$ cat src/rtl/adc_responder.sv
// LTC2308-style SPI ADC responder: captures the 6-bit config word on SDI
// and returns the 12-bit sample of the previously configured channel on SDO.
module adc_responder #(
   parameter int CONV_CYCLES = 0
) (
   input  logic        clk,
   input  logic        reset_n,
   input  logic        ADC_CONVST,
   input  logic        ADC_SCK,
   input  logic        ADC_SDI,
   input  logic [95:0] ch_data,
   output logic        ADC_SDO,
   output logic [5:0]  cfg_word,
   output logic        busy,
   output logic        frame_done,
   output logic        sck_err
);

   localparam int CW = $clog2(CONV_CYCLES + 2);

   typedef enum logic [1:0] {
      IDLE,
      CONV,
      SHIFT
   } state_t;

   state_t         state;
   state_t         state_nx;
   logic [2:0]     conv_q;
   logic [2:0]     sck_q;
   logic [1:0]     sdi_q;
   logic           conv_rise;
   logic           sck_rise;
   logic           sck_fall;
   logic           sdi_s;
   logic [2:0]     chan;
   logic [CW-1:0]  conv_cnt;
   logic [11:0]    res_sr;
   logic [4:0]     sdi_sr;
   logic [2:0]     rx_cnt;
   logic [3:0]     tx_cnt;

   // Two sync flops per pin, third flop only for edge detection
   always_ff @(posedge clk or negedge reset_n) begin
      if (!reset_n) begin
         conv_q <= '0;
         sck_q  <= '0;
         sdi_q  <= '0;
      end else begin
         conv_q <= {conv_q[1:0], ADC_CONVST};
         sck_q  <= {sck_q[1:0], ADC_SCK};
         sdi_q  <= {sdi_q[0], ADC_SDI};
      end
   end

   assign conv_rise = conv_q[1] & ~conv_q[2];
   assign sck_rise  = sck_q[1] & ~sck_q[2];
   assign sck_fall  = ~sck_q[1] & sck_q[2];
   assign sdi_s     = sdi_q[1];
   assign chan      = {cfg_word[3:2], cfg_word[4]};

   always_ff @(posedge clk or negedge reset_n) begin
      if (!reset_n) state <= IDLE;
      else          state <= state_nx;
   end

   always_comb begin
      state_nx = state;
      unique case (state)
         IDLE:  state_nx = IDLE;
         CONV:  if (conv_cnt == '0) state_nx = SHIFT;
         SHIFT: if (sck_fall && tx_cnt == 4'd11) state_nx = IDLE;
         default: state_nx = IDLE;
      endcase
      // A new conversion start overrides everything, including SCK edges
      if (conv_rise) state_nx = (CONV_CYCLES == 0) ? SHIFT : CONV;
   end

   always_ff @(posedge clk or negedge reset_n) begin
      if (!reset_n) begin
         conv_cnt   <= '0;
         res_sr     <= '0;
         sdi_sr     <= '0;
         rx_cnt     <= '0;
         tx_cnt     <= '0;
         cfg_word   <= 6'b100010;
         frame_done <= 1'b0;
         sck_err    <= 1'b0;
      end else begin
         frame_done <= 1'b0;
         if (conv_rise) begin
            res_sr   <= ch_data[12*chan +: 12];
            conv_cnt <= CW'(CONV_CYCLES - 1);
            sdi_sr   <= '0;
            rx_cnt   <= '0;
            tx_cnt   <= '0;
         end else begin
            unique case (state)
               IDLE: ;
               CONV: begin
                  if (sck_rise || sck_fall) sck_err <= 1'b1;
                  if (conv_cnt != '0) conv_cnt <= conv_cnt - 1'b1;
               end
               SHIFT: begin
                  if (sck_rise && rx_cnt != 3'd6) begin
                     sdi_sr <= {sdi_sr[3:0], sdi_s};
                     rx_cnt <= rx_cnt + 3'd1;
                     if (rx_cnt == 3'd5) cfg_word <= {sdi_sr, sdi_s};
                  end
                  if (sck_fall) begin
                     res_sr <= {res_sr[10:0], 1'b0};
                     tx_cnt <= tx_cnt + 4'd1;
                     if (tx_cnt == 4'd11) frame_done <= 1'b1;
                  end
               end
               default: ;
            endcase
         end
      end
   end

   assign ADC_SDO = (state == SHIFT) & res_sr[11];
   assign busy    = (state == CONV);

endmodule

$ cat config.mk
export PLATFORM = sky130hd
export DESIGN_NAME = adc_responder
export DESIGN_NICKNAME = d
export VERILOG_FILES = /design/src/rtl/adc_responder.sv
export SDC_FILE = /design/constraint.sdc
export NUM_CORES = 1
export LEC_CHECK = 0
export ABC_AREA = 1
export CAP_MARGIN = 20
export CORE_MARGIN = 2
export CORE_UTILIZATION = 53
export CTS_CLUSTER_DIAMETER = 40
export CTS_CLUSTER_SIZE = 28
export DETAILED_ROUTE_END_ITERATION = 10
export DONT_BUFFER_PORTS = 1
export PLACE_DENSITY = 0.68
export SLEW_MARGIN = 10
export SYNTH_ARGS = -nofsm -noshare
export SYNTH_HDL_FRONTEND = slang
export SYNTH_SLANG_ARGS = --single-unit
export TNS_END_PERCENT = 20
$ cat constraint.sdc
create_clock -name clk -period 4.1 [get_ports clk]
set_input_delay 0.615 -clock clk [delete_from_list [all_inputs] [get_ports clk]]
set_output_delay 0.615 -clock clk [all_outputs]
set_load 0.1 [all_outputs]
After elaboration in Yosys (flattened, before gate mapping)
Cells that the tools add are included.
{"block": "op_classes", "add_sub_neg": 3, "multipliers": 1, "n_eq_ne": 7, "shift": 1, "n_mux": 23, "bitwise": 8, "reduce_logical": 12}
{"operator": "$shiftx A96 B8 Y12", "count": 1}
{"operator": "$mux W12", "count": 3}
{"operator": "$mux W5", "count": 3}
{"operator": "$mux W4", "count": 3}
{"operator": "$mux W3", "count": 3}
{"operator": "$ne A3 B3 Y1 const B", "count": 3}
{"operator": "$reduce_bool A2 Y1", "count": 4}
{"operator": "$mux W1", "count": 7}
{"operator": "$mux W2", "count": 3}
{"operator": "$reduce_and A2 Y1", "count": 3}
{"operator": "$mul A2 B3 Y5 const A", "count": 1}
{"operator": "$add A4 B1 Y4 const B", "count": 1}
{"operator": "$and A1 B1 Y1", "count": 4}
{"operator": "$eq A4 B4 Y1 const B", "count": 1}
{"operator": "$not A1 Y1", "count": 4}
{"operator": "$pmux W2 S2", "count": 1}
{"operator": "$reduce_and A4 Y1", "count": 1}
{"operator": "$add A3 B1 Y3 const B", "count": 1}
{"operator": "$eq A3 B3 Y1 const B", "count": 1}
{"operator": "$reduce_and A3 Y1", "count": 1}
{"operator": "$eq A2 B1 Y1 const B", "count": 1}
{"operator": "$eq A2 B2 Y1 const B", "count": 1}
{"operator": "$logic_and A1 B1 Y1", "count": 2}
{"operator": "$logic_or A1 B1 Y1", "count": 1}
{"operator": "$sub A1 B1 Y1 const B", "count": 1}
{"block": "word_totals", "ff_bits": 43, "output_inout_bits": 10, "elab_cells": 67}

Depth between registers and ports, before layout
{"block": "logic_depth", "ltp_word": 6, "mapped_depth": 9}

Worst setup path after synthesis
OpenSTA, ideal clock, no wires.
{"block": "synth_path", "kind": "reg-to-reg", "start": "register cfg_word[4]", "end": "register res_sr[1]", "setup_time_ns": 0.119, "arrival_ns": 1.778, "required_time_ns": 3.981, "setup_slack_ns": 2.203, "stages_incl_launch_ff": 9, "path_buffers": 3, "period_less_slack_ns": 1.897, "cell_sequence": "dfrtp_1 -> buf_2 -> buf_4 -> buf_6 -> nand2_1 -> nand3_1 -> nand3_1 -> nand3_1 -> nand2_1"}
{"block": "synth_between", "elab_chain_cells": 3}
{"item": "start: declaration", "line": "13", "text": "output logic [5:0] cfg_word,"}
{"item": "start signal: assignment", "line": "108", "text": "if (rx_cnt == 3'd5) cfg_word <= {sdi_sr, sdi_s};"}
{"item": "$mul A2 B3 Y5", "line": "92", "text": "res_sr <= ch_data[12*chan +: 12];"}
{"item": "$shiftx A96 B8 Y12", "line": "92"}
{"item": "$mux W12", "line": "91", "text": "if (conv_rise) begin"}
{"item": "end signal: assignment", "line": "92"}
{"item": "end signal: assignment", "line": "111", "text": "res_sr <= {res_sr[10:0], 1'b0};"}
{"item": "end: declaration", "line": "38", "text": "logic [11:0] res_sr;"}
No other way between the ends.
A chain may end at the register's enable or synchronous reset.

Worst setup path in the final report
{"block": "layout_path", "start": "register cfg_word[2]", "end": "register res_sr[11]"}
Same word-level chain as after synthesis.

==> impl_metrics.json <==
{
  "ys_types": 25,
  "clk_pin_slew_ps": 80,
  "cp_top_family": "flip-flops",
  "firstDrtPassIters": 5,
  "rows": 26,
  "antenna_left": 0,
  "rsz0062_at_grt": "false",
  "grt_usage_pct": 24.81,
  "dieArea_um2": 6020,
  "cp_slowest_cell": "dfrtp_2",
  "synth_area_leaders": "dfrtp_1 (33%), nand2_1 (22%), nand3_1 (15%), inv_1 (12%), a21oi_1 (2.1%)",
  "skew_ps": 9.898,
  "io_buffers": 0,
  "worst-path-buf-inv": 1,
  "crit_type": "flop to flop",
  "syn_inst": 458,
  "fin_crit_ps": 2298,
  "tightest_slew_ps": 1078,
  "area_growth_pct": 3.313,
  "drive_gt1_share_pct": 5.322,
  "maxCapViolCount": 0,
  "timing.fmax_mhz": 435.2,
  "htree_levels": 2,
  "synth_seq_area_share_pct": 34.96,
  "worstPathCellList": "inv_1 > nand3_1 > nand3_1 > nand3_1 > nand2_1",
  "setup_viol": 0,
  "hold_class": "primary input to asynchronous set/reset pin",
  "slew_headroom_pct": 28.16,
  "synth_top_area_share_pct": 33.13,
  "layout.nets": 555,
  "synth-async-reset-ratio_pct": 100.0,
  "n_antenna_cell": 0,
  "insertion_delay_ps": 300,
  "endpoint_kind": "flop",
  "final_common_cell": "nand2_1",
  "clock_sinks": 40,
  "tritoncts": "yes",
  "via_per_inst": 5.157,
  "critPathMaxStageDelay_ps": 1010,
  "dp_cells": 509,
  "vias": 2687,
  "cp_max_fo": 27,
  "fin_total_pwr_mw": 0.8897,
  "synth_area_per_cell_um2": 6.267,
  "root_buffer": "clkbuf_8",
  "multi_input_area_um2": 1381,
  "status": "complete, no violations",
  "drv_slew": 0,
  "final.period_utilization_pct": 56.04,
  "fillers": 537,
  "synth_edf_count": 0,
  "core_region_area_um2": 5172,
  "io-pin-count": 111,
  "post-cts-setup-buffers": 0,
  "die_y_um": 77.59,
  "yosysWarnings": 0,
  "routed_wl_um": 7025,
  "power.density_nw_per_um2": 300.0,
  "worstPathRequired_ps": 4290,
  "die_w_um": 77.59,
  "cts_buffers": 5,
  "ir_drop_uv": 198.6,
  "drc": 0,
  "cp-start-kind": "flop",
  "place_congestion": 0.9085,
  "dp_hpwl_um": 5132,
  "grt_pass1_vias": 2593,
  "netlist_area_um2": 2870,
  "clk_path_buf_depth": 2,
  "antenna_found_initial": 0,
  "synthFlopType": "dfrtp_1",
  "cp.arrival_ps": 2490,
  "power.leakage_nw": 1.760,
  "synth_top_cell_by_area": "dfrtp_1",
  "grt_pass1_wl_um": 11900,
  "grt_overflow": 0,
  "final_cell_mix": "nand2_1 (169), inv_1 (88), nand3_1 (88), dfrtp_1 (36), nor2_1 (16)",
  "drt_iter0_drc": 176,
  "ys_ff_latch": 40,
  "wl_per_cell_um": 13.48,
  "fin_cells": 521,
  "tns_ps": 0,
  "initial_core_util_pct": 55.49,
  "finalHoldViolations": 0,
  "grt_max_degree": 51,
  "regArea_um2": 1006,
  "crit_top_cell": "nand3_1"
}
## sequential cells by signal, summed over array words and instances (netlist names)
register	cells
sck_q	3
sdi_sr	5
rx_cnt	3
res_sr	12
conv_q	3
frame_done	1
state	1
cfg_word	6
tx_cnt	4
sdi_q	2
## per-stage QoR
stage               utilization (%)  hold slack, ps  setup WS [ps]  instance area, um2
finish                        57.33           159.2           1802                2965
global route                  57.33           139.0           1631                2965
detailed placement            54.74           320.7           1820                2831
global placement              54.74           320.8           1871                2831
CTS                           56.75           1.619           1813                2935
floorplan                         -           319.4           2203                2874
## Yosys cell counts, types with 3 or more instances
master,n
nand2_1,169
inv_1,88
nand3_1,88
dfrtp_1,38
nor2_1,16
a21oi_1,12
buf_2,10
buf_6,5
buf_4,4
ha_1,4
inv_2,3
nor2_2,3
## power breakdown
part | switching (mW) | internal, mW
clock | 0.138 | 0.137
combinational | 0.104 | 0.0501
sequential | 0.0323 | 0.429
## routing by layer
metal	vias to the layer above	global-route usage (%)	part of all wire (%)	routed length, um
li1	1355	-	-	-
met1	1204	35.85	47	3270
met2	115	36.38	44	3074
met3	13	5.698	7.7	543
met4	0	8.929	1.9	136
met5	-	0	0	0
## layout make-up
| cell class | instances | area share, % |
|---|---|---|
| flip-flops and latches | 40 | 33.92 |
| well taps | 70 | 2.954 |
| inverters | 91 | 11.52 |
| clock inverters | 1 | 0.2532 |
| repair buffers | 6 | 1.857 |
| multi-input cells | 306 | 46.58 |
| clock buffers | 7 | 2.911 |
## path summary, 6_finish.rpt
check	slack, ps	startpoint	cells past startpoint	endpoint
max	1800	cfg_word[2]	5	res_sr[11]
min in group clk	340	ADC_CONVST	0	conv_q[0]
min reg2reg	350	sdi_q[0]	0	sdi_q[1]
max reg2reg	1800	cfg_word[2]	5	res_sr[11]
min	160	reset_n	0	cfg_word[1]
max in group asynchronous	2680	reset_n	1	sck_q[0]
## timing repair
action / CTS / global route
hold buffers: 1 / 3
resized for setup: 0 / 0
setup endpoints to repair: 0 / 0
hold endpoints to repair: 11 / 20
## logic make-up (layout without fill, tap and decap cells)
kind of cell / Yosys count / after routing / share of synthesized area, %
and+or+nand+nor: 281 / 281 / 42.28
AOI/OAI and AO/OA: 16 / 16 / 2.921
buffers and inverters: 113 / 105 / 17.04
adders and majority gates: 4 / 4 / 1.744
other: 1 / 2 / 0.1307
xor gates and xnor gates: 3 / 3 / 0.9156
DFF: 40 / 40 / 34.96
(Power assumes the default switching activity.)
